### src/rtl/mmio_pkg.sv
// Shared constants and types for the memory-mapped UART transmitter.
package mmio_pkg;

    localparam logic [1:0] UART_TXDATA_OFF = 2'd0;
    localparam logic [1:0] UART_STATUS_OFF = 2'd1;
    localparam logic [1:0] UART_CLKDIV_OFF = 2'd2;

    localparam int STATUS_BUSY_BIT    = 0;
    localparam int STATUS_FULL_BIT    = 1;
    localparam int STATUS_EMPTY_BIT   = 2;
    localparam int STATUS_OVERRUN_BIT = 3;
    localparam int STATUS_PARITY_BIT  = 4;

    typedef enum logic [2:0] {
        IDLE,
        START,
        DATA,
        PARITY,
        STOP
    } uart_tx_state_t;

endpackage

### src/rtl/sync_fifo.sv
// Small synchronous FIFO with read/write pointers, an occupancy count and a
// combinational head output.
module sync_fifo #(
    parameter int WIDTH = 8,
    parameter int DEPTH = 4
) (
    input  logic             clk,
    input  logic             rst_n,
    input  logic             push,
    input  logic             pop,
    input  logic [WIDTH-1:0] din,
    output logic [WIDTH-1:0] dout,
    output logic             full,
    output logic             empty
);

    localparam int AW = $clog2(DEPTH);

    logic [WIDTH-1:0] mem [DEPTH];
    logic [AW-1:0]    wr_ptr;
    logic [AW-1:0]    rd_ptr;
    logic [AW:0]      count;
    logic             do_push;
    logic             do_pop;

    // A push into a full FIFO is discarded even if a pop frees a slot on the same edge.
    assign do_push = push && !full;
    assign do_pop  = pop && !empty;
    assign full    = (count == (AW+1)'(DEPTH));
    assign empty   = (count == '0);
    assign dout    = mem[rd_ptr];

    always_ff @(posedge clk or negedge rst_n) begin
        if (!rst_n) begin
            wr_ptr <= '0;
            rd_ptr <= '0;
            count  <= '0;
        end else begin
            if (do_push) wr_ptr <= wr_ptr + 1'b1;
            if (do_pop)  rd_ptr <= rd_ptr + 1'b1;
            case ({do_push, do_pop})
                2'b10:   count <= count + 1'b1;
                2'b01:   count <= count - 1'b1;
                default: count <= count;
            endcase
        end
    end

    always_ff @(posedge clk) begin
        if (do_push) mem[wr_ptr] <= din;
    end

endmodule

### src/rtl/mmio_uart_tx.sv
// Memory-mapped 8N1 UART transmitter on the data-memory bus with a TX FIFO.
// Define MMIO_UART_TX_PARITY_EN to add an even-parity bit to every frame.
module mmio_uart_tx
    import mmio_pkg::*;
#(
    parameter int               WIDTH       = 32,
    parameter logic [WIDTH-1:0] BASE_ADDR   = 32'h1000_0000,
    parameter int               FIFO_DEPTH  = 4,
    parameter logic [15:0]      DEFAULT_DIV = 16'd867
) (
    input  logic             clk,
    input  logic             rst_n,
    input  logic             mem_read,
    input  logic             mem_write,
    input  logic [WIDTH-1:0] addr_in,
    input  logic [WIDTH-1:0] data_in,
    input  logic [3:0]       byteen,
    output logic [WIDTH-1:0] data_out,
    output logic             tx,
    output logic             irq
);

    uart_tx_state_t state, state_next;

    logic             sel;
    logic [1:0]       offset;
    logic             wr_en;
    logic             push_req;
    logic             ovr_clr;
    logic [15:0]      clkdiv;
    logic             overrun;
    logic             fifo_pop;
    logic             fifo_full;
    logic             fifo_empty;
    logic [7:0]       fifo_dout;
    logic [7:0]       shift_reg;
    logic [7:0]       shift_d;
    logic [2:0]       bit_idx;
    logic [15:0]      bit_cnt;
    logic             bit_done;
    logic             tx_d;
    logic [WIDTH-1:0] status_word;
    logic [WIDTH-1:0] rd_data;
    logic             unused_bits;
`ifdef MMIO_UART_TX_PARITY_EN
    logic             parity_bit;
`endif

    assign sel         = (addr_in[WIDTH-1:4] == BASE_ADDR[WIDTH-1:4]);
    assign offset      = addr_in[3:2];
    assign wr_en       = mem_write && sel;
    assign push_req    = wr_en && (offset == UART_TXDATA_OFF) && byteen[0];
    assign ovr_clr     = wr_en && (offset == UART_STATUS_OFF) && byteen[0]
                         && data_in[STATUS_OVERRUN_BIT];
    assign bit_done    = (bit_cnt == '0);
    assign irq         = fifo_empty && (state == IDLE);
    assign unused_bits = ^{data_in[WIDTH-1:16], addr_in[1:0], byteen[3:2]};

    sync_fifo #(
        .WIDTH (8),
        .DEPTH (FIFO_DEPTH)
    ) u_fifo (
        .clk   (clk),
        .rst_n (rst_n),
        .push  (push_req),
        .pop   (fifo_pop),
        .din   (data_in[7:0]),
        .dout  (fifo_dout),
        .full  (fifo_full),
        .empty (fifo_empty)
    );

    always_ff @(posedge clk or negedge rst_n) begin
        if (!rst_n) begin
            clkdiv  <= DEFAULT_DIV;
            overrun <= 1'b0;
        end else begin
            if (push_req && fifo_full) overrun <= 1'b1;
            else if (ovr_clr)          overrun <= 1'b0;
            if (wr_en && (offset == UART_CLKDIV_OFF)) begin
                if (byteen[0]) clkdiv[7:0]  <= data_in[7:0];
                if (byteen[1]) clkdiv[15:8] <= data_in[15:8];
            end
        end
    end

    always_comb begin
        status_word = '0;
        status_word[STATUS_BUSY_BIT]    = (state != IDLE);
        status_word[STATUS_FULL_BIT]    = fifo_full;
        status_word[STATUS_EMPTY_BIT]   = fifo_empty;
        status_word[STATUS_OVERRUN_BIT] = overrun;
`ifdef MMIO_UART_TX_PARITY_EN
        status_word[STATUS_PARITY_BIT]  = 1'b1;
`endif
        rd_data = '0;
        case (offset)
            UART_STATUS_OFF: rd_data = status_word;
            UART_CLKDIV_OFF: rd_data[15:0] = clkdiv;
            default:         rd_data = '0;
        endcase
        data_out = (mem_read && sel) ? rd_data : '0;
    end

    always_ff @(posedge clk or negedge rst_n) begin
        if (!rst_n) state <= IDLE;
        else        state <= state_next;
    end

    always_comb begin
        state_next = state;
        fifo_pop   = 1'b0;
        case (state)
            IDLE: begin
                if (!fifo_empty) begin
                    state_next = START;
                    fifo_pop   = 1'b1;
                end
            end
            START: if (bit_done) state_next = DATA;
            DATA: begin
                if (bit_done && (bit_idx == 3'd7)) begin
`ifdef MMIO_UART_TX_PARITY_EN
                    state_next = PARITY;
`else
                    state_next = STOP;
`endif
                end
            end
`ifdef MMIO_UART_TX_PARITY_EN
            PARITY: if (bit_done) state_next = STOP;
`endif
            // Chain straight into the next start bit so queued bytes leave with no idle gap.
            STOP: begin
                if (bit_done) begin
                    if (!fifo_empty) begin
                        state_next = START;
                        fifo_pop   = 1'b1;
                    end else begin
                        state_next = IDLE;
                    end
                end
            end
            default: state_next = IDLE;
        endcase
    end

    // tx is registered from the upcoming state, so the line changes on the same edge as the FSM.
    always_comb begin
        shift_d = shift_reg;
        if (fifo_pop)                     shift_d = fifo_dout;
        else if (state == DATA && bit_done) shift_d = shift_reg >> 1;
        tx_d = 1'b1;
        case (state_next)
            START:  tx_d = 1'b0;
            DATA:   tx_d = shift_d[0];
`ifdef MMIO_UART_TX_PARITY_EN
            PARITY: tx_d = parity_bit;
`endif
            default: tx_d = 1'b1;
        endcase
    end

    always_ff @(posedge clk or negedge rst_n) begin
        if (!rst_n) begin
            tx        <= 1'b1;
            shift_reg <= '0;
            bit_idx   <= '0;
            bit_cnt   <= '0;
        end else begin
            tx        <= tx_d;
            shift_reg <= shift_d;
            if (fifo_pop) begin
                bit_cnt <= clkdiv;
                bit_idx <= '0;
            end else if (state != IDLE) begin
                if (bit_done) begin
                    bit_cnt <= clkdiv;
                    if (state == DATA) bit_idx <= bit_idx + 1'b1;
                end else begin
                    bit_cnt <= bit_cnt - 1'b1;
                end
            end
        end
    end

`ifdef MMIO_UART_TX_PARITY_EN
    always_ff @(posedge clk or negedge rst_n) begin
        if (!rst_n)        parity_bit <= 1'b0;
        else if (fifo_pop) parity_bit <= ^fifo_dout;
    end
`endif

endmodule

### config.mk
export PLATFORM = sky130hd
export DESIGN_NAME = mmio_uart_tx
export DESIGN_NICKNAME = d
export VERILOG_FILES = /design/src/rtl/mmio_pkg.sv /design/src/rtl/sync_fifo.sv /design/src/rtl/mmio_uart_tx.sv
export SDC_FILE = /design/constraint.sdc
export NUM_CORES = 1
export LEC_CHECK = 0
export BUFFER_PORTS_ARGS = -buffer_cell sky130_fd_sc_hd__clkbuf_2
export CAP_MARGIN = 0
export CORE_MARGIN = 2
export CORE_UTILIZATION = 58
export DETAILED_ROUTE_END_ITERATION = 8
export HOLD_SLACK_MARGIN = 0.12
export PLACE_DENSITY = 0.9
export SYNTH_ARGS = -nofsm -noshare
export SYNTH_HDL_FRONTEND = slang
export SYNTH_SLANG_ARGS = --single-unit
### constraint.sdc
create_clock -name clk -period 8.5 [get_ports clk]
set_input_delay 1.7 -clock clk [delete_from_list [all_inputs] [get_ports clk]]
set_output_delay 1.7 -clock clk [all_outputs]
set_load 0.05 [all_outputs]
* After elaboration in Yosys (flattened, before gate mapping)
Memory sizes are Yosys's and may differ from the RTL's. Cells that the tools add are included.
Operators by class: add/subtract/negate cells 6, multiply operators 0, div/mod/pow operators 0, magnitude comparators 0, equal/unequal tests 12, shift-type cells 0, muxes and demuxes 26, bitwise gates (word level) 0, reduce and logical (&&, ||, !) cells 30
Operator list (count):
- 16-bit two-way mux | 4
- 16-bit case mux with 2 select lines | 1
- 28-bit by 25-bit equality test with 1-bit output (second input constant) | 1
- 3-bit two-way mux | 8
- 16-bit logical NOT | 1
- 8-bit two-way mux | 2
- 16-bit by 1-bit subtractor with 16-bit output (second input constant) | 1
- 1-bit logical AND | 14
- 3-bit case mux with 4 select lines | 1
- 2-bit nonzero test | 6
- 3-bit equality test (second input constant) | 3
- 1-bit two-way mux | 7
- 3-bit by 1-bit adder with 3-bit output (second input constant) | 2
- 3-bit by 1-bit equality test with 1-bit output (second input constant) | 2
- 3-bit by 2-bit equality test with 1-bit output (second input constant) | 2
- 3-bit logical NOT | 2
- 3-bit case mux with 2 select lines | 1
- 2-bit by 1-bit adder with 2-bit output (second input constant) | 2
- 2-bit by 1-bit equality test with 1-bit output (second input constant) | 2
- 2-bit equality test (second input constant) | 2
- 1-bit case mux with 2 select lines | 2
- 2-bit AND reduction | 2
- 3-bit AND reduction | 1
- 3-bit nonzero test | 1
- other kinds (3) | 4
Word-level totals: bits in registers 55, latch bits 0, RAM bits 32, memory bits (read-only) 0, input port bits 72, output and inout port bits 34, word-level logic and storage cells 87, memories 1
Memory list:
- u_fifo.mem | words 4, bits a word 8, rd ports 1, clocked after Yosys merged registers in 0, write ports 1, RTL line sync_fifo.sv:19 | logic [WIDTH-1:0] mem [DEPTH];

* Depth between registers and ports, before layout
depth in word-level cells 7, depth in mapped cells 12, depth with buffers taken out 11

* Hierarchy
From an unflattened synthesis, not the netlist that was laid out.
Unflattened totals: cell total of the unflattened synthesis 374, area total of the unflattened synthesis 4483.0 um^2
By module, submodules not included:
- mmio_uart_tx | times used 1, cells an instance 295, area an instance 2890.3 um^2, sequential area each 1209.9 um^2
- sync_fifo | times used 1, cells an instance 79, area an instance 1592.8 um^2, sequential area each 1136.1 um^2

* Worst setup path before layout
No wires, ideal clock.
path kind input-to-output, from in addr_in[14], to out data_out[10], arrival 3150 ps, data required time 6800 ps, setup slack 3650 ps, stages on the path 6, buffers on the path 1, cells stage by stage nor4_1 > nand4_1 > nor2_1 > and3_1 > clkbuf_1 > and2_1
On the way: longest elaborated chain between the ends 3
Ends and longest elaborated chain:
- start: declaration | RTL line mmio_uart_tx.sv:15 | input logic [WIDTH-1:0] addr_in,
- 28-bit by 25-bit equality test with 1-bit output | RTL line mmio_uart_tx.sv:49 | assign sel = (addr_in[WIDTH-1:4] == BASE_ADDR[WIDTH-1:4]);
- 1-bit logical AND | RTL line mmio_uart_tx.sv:102 | data_out = (mem_read && sel) ? rd_data : '0;
- 16-bit two-way mux | RTL line mmio_uart_tx.sv:102
- end: declaration | RTL line mmio_uart_tx.sv:18 | output logic [WIDTH-1:0] data_out,
Every way passes these cells.

* Worst setup path in the final report
from in addr_in[27], to out data_out[6]
Same word-level chain as after synthesis.

==> flow_summary_export.csv <==
group,metric,value,unit
status,status,"complete, no violations",
grt,antenna_found_initial,0,
timing,timing.setup.tns,0,ps
clocking,numCtsBuffers,9,
placed_design,port_buffers,69,
placed_design,placed_cells,524,
routing,wl_met1,3950,µm
worst_setup_path,critPathLaunch,"addr_in[27]",
routing,drc,0,
yosys,syn_inst,373,
yosys,ys_warn_count,0,
pwr,p_sw,0.203,mW
timing,setup_violations,0,
final_layout,multiInputGateArea,1910,µm²
worst_setup_path,worstPathMaxFanout,12,
final_layout,nNetsFinal,520,
timing,worstMarginPinSlew,1180,ps
floorplan,io_pins,106,
floorplan,core_area,7330,µm²
clocking,clk_latency,360,ps
floorplan,die_x,91.7,µm
pwr,intPower,0.636,mW
floorplan,start_util,0.608,
clocking,cts_resized,0,
pwr,p_per_area,167,nW/µm²
worst_setup_path,crit_required,6800,ps
placed_design,place_congestion,0.845,
job,maxCapViolCount,0,
timing,max_slew_margin,0.200,
timing,slew_viol_final,0,
routing,routed_wl,9950,µm
worst_setup_path,cp.arrival,3570,ps
routing,vias_per_cell,6.12,
grt,grt_pass1_wl,16400,µm
final_layout,top_register,"u_fifo.mem",
routing,wl_met3,763,µm
routing,top_layer,"met4",
clocking,postCtsHoldBufs,0,
worst_setup_path,critPathKind,"in -> out",
hold_path,worstHoldPathType,"reg -> reg",
worst_setup_path,r2r_slack,5150,ps
final_layout,finalNonFillerCells,540,
routing,drt_iter0_drc,402,
yosys,ys_types,65,
yosys,synthArstFlopShare,0.632,
final_layout,reg_top3,"u_fifo.mem (32), bit_cnt (16), clkdiv (16)",
timing,fmax,190,MHz
worst_setup_path,crit_end,"data_out[6]",
placed_design,dpl.hpwl,6820,µm
timing,clock_skew,8.53,ps
final_layout,regArea,2350,µm²
routing,vias,3303,
floorplan,die_area,8400,µm²
pwr,irDropWorstVdd,0.133,mV
yosys,synth-seq-cells,87,
pwr,p_comb_frac,0.072,
routing,dr_wl_met2,5040,µm
final_layout,num-fill-cells,496,
pwr,seqPwrFrac,0.539,
clocking,clock_path_buffers,2,
final_layout,syn2layout_area_growth,12.6,%
final_layout,final_core_util,0.685,
timing,rsz0062_at_grt,"no",
final_layout,largest_register_ffs,32,
grt,grt_max_degree,56,
timing,post-route-period-util,0.620,
yosys,ys.flop_type,"dfrtp_1",
yosys,yosysSeqAreaShare,0.526,
timing,final_hold_viol_count,0,
floorplan,die_y,91.7,µm
worst_setup_path,end_kind,"output pin",
worst_setup_path,cp-start-kind,"primary input",
clocking,clk_pin_slew,90,ps
yosys,synth_edf_count,32,
routing,antenna_left,0,
floorplan,floorplan.rows,31,
grt,overflow,0,
clocking,post_cts_buffers,0,
worst_setup_path,worstReg2RegEnd,"u_fifo.count[2]$_DFFE_PN0P_",
clocking,clockRootBuffer,"clkbuf_8",
timing,post-route-min-period,5270,ps
worst_setup_path,r2r-start,"bit_cnt[0]$_DFFE_PN0P_",
pwr,p_leak,2.24,nW
final_layout,diodes,0,
grt,first_global_vias,3292,
clocking,htreeDepth,3,
pwr,switching_share,0.242,
worst_setup_path,rr_worst_depth,12,
clocking,cts_num_sinks,87,
final_layout,drive_above_1_share,0.299,
yosys,avgSynthCellArea,12.0,µm²
yosys,synth_area,4460,µm²
pwr,clkPwrFrac,0.389,
routing,firstDrtPassIters,5,
grt,track_usage,0.252,
routing,wl_per_cell,18.4,µm
clocking,cts_tree,"built",
[worst min-delay path by stage]
stage                             startpoint                       end  slack (ps)  depth (start not counted)
floorplan           shift_reg[1]$_DFFE_PN0P_  shift_reg[1]$_DFFE_PN0P_         450                          1
global placement    shift_reg[4]$_DFFE_PN0P_  shift_reg[4]$_DFFE_PN0P_         460                          1
detailed placement  shift_reg[4]$_DFFE_PN0P_  shift_reg[4]$_DFFE_PN0P_         480                          1
CTS                 shift_reg[4]$_DFFE_PN0P_  shift_reg[4]$_DFFE_PN0P_         500                          1
global route        shift_reg[4]$_DFFE_PN0P_  shift_reg[4]$_DFFE_PN0P_         510                          1
finish              shift_reg[4]$_DFFE_PN0P_  shift_reg[4]$_DFFE_PN0P_         500                          1
[critical path: stages]
cell,delay (ps)
clkbuf_2,80
nor4b_1,420
nand3_1,220
nor2_1,230
and3_1,430
and2_1,220
clkbuf_2,280
[power groups by stage]
stage	registers, mW	clock network, mW	logic [mW]
6_report	0.452	0.326	0.0604
5_1_grt	0.454	0.345	0.0657
4_1_cts	0.452	0.329	0.0604
3_5_place_dp	0.461	0	0.0601
3_3_place_gp	0.459	0	0.0574
2_1_floorplan	0.458	0	0.0417
[through the flow]
step | setup slack [ps] | cell area [µm²] | power, mW | hold WS [ps]
final | 3230 | 5020 | 0.839 | 496
after global routing | 3080 | 5020 | 0.865 | 512
after CTS | 3190 | 5020 | 0.842 | 501
after detailed placement | 3200 | 4800 | 0.521 | 480
after global placement | 3320 | 4800 | 0.517 | 462
after floorplan | 3650 | 4510 | 0.500 | 449
[synth_stat cells, types with 3 or more instances]
library cell   n  area (µm²)
dfrtp_1       48        1200
edfxtp_1      32         961
a21oi_1       24         120
nand2_1       18        67.6
and2_1        16         100
buf_4         16         120
mux2_2        16         180
nor2_1        16        60.1
inv_1         14        52.6
nor3_1        14        70.1
o21ai_0       14        70.1
ha_1          11         138
clkbuf_1      10        37.5
mux4_2         8         180
dfstp_2        7         184
a21o_1         6        45.0
a22o_1         6        52.6
buf_2          6        30.0
nand3_1        6        30.0
nor4_1         6        37.5
mux2i_1        5        50.1
and4_1         4        35.0
o22a_1         4        35.0
a22oi_1        3        22.5
a31oi_1        3        18.8
nor2_2         3        18.8
or3_1          3        18.8
xor2_1         3        26.3
[cells in the final DEF (no fill, tap or decap), types with 8 or more instances in the layout]
cell      count
a21oi_1      24
and2_1       16
clkbuf_2     69
clkbuf_8      9
conb_1       16
dfrtp_1      48
edfxtp_1     32
ha_1         11
inv_1        14
mux2_2       16
mux4_2        8
nand2_1      18
nor2_1       16
nor3_1       14
o21ai_0      14
[area by class of cell]
cell class | instances | area share
sequential | 87 | 0.467
multi-input combinational | 253 | 0.381
timing repair buffer | 71 | 0.0718
clock buffer | 10 | 0.0254
tap | 99 | 0.0247
clock inverter | 6 | 0.0194
inverter | 14 | 0.0105
[logic make-up after synthesis]
logic type	count (synthesis)	share of synthesized area
other	1	0.000841
xor gates and xnor gates	6	0.0135
and+or+nand+nor	108	0.149
AOI/OAI and AO/OA	81	0.123
DFF	87	0.526
adders and majority gates	12	0.0354
muxes	30	0.0954
buffers and inverters	48	0.0573
[layer usage]
layer | track usage | vias up
met1 | 0.321 | 1609
met4 | 0.0985 | 0
met2 | 0.428 | 187
met5 | 0 | -
met3 | 0.0468 | 22
li1 | - | 1485
Power figures use the tool's default switching activity.
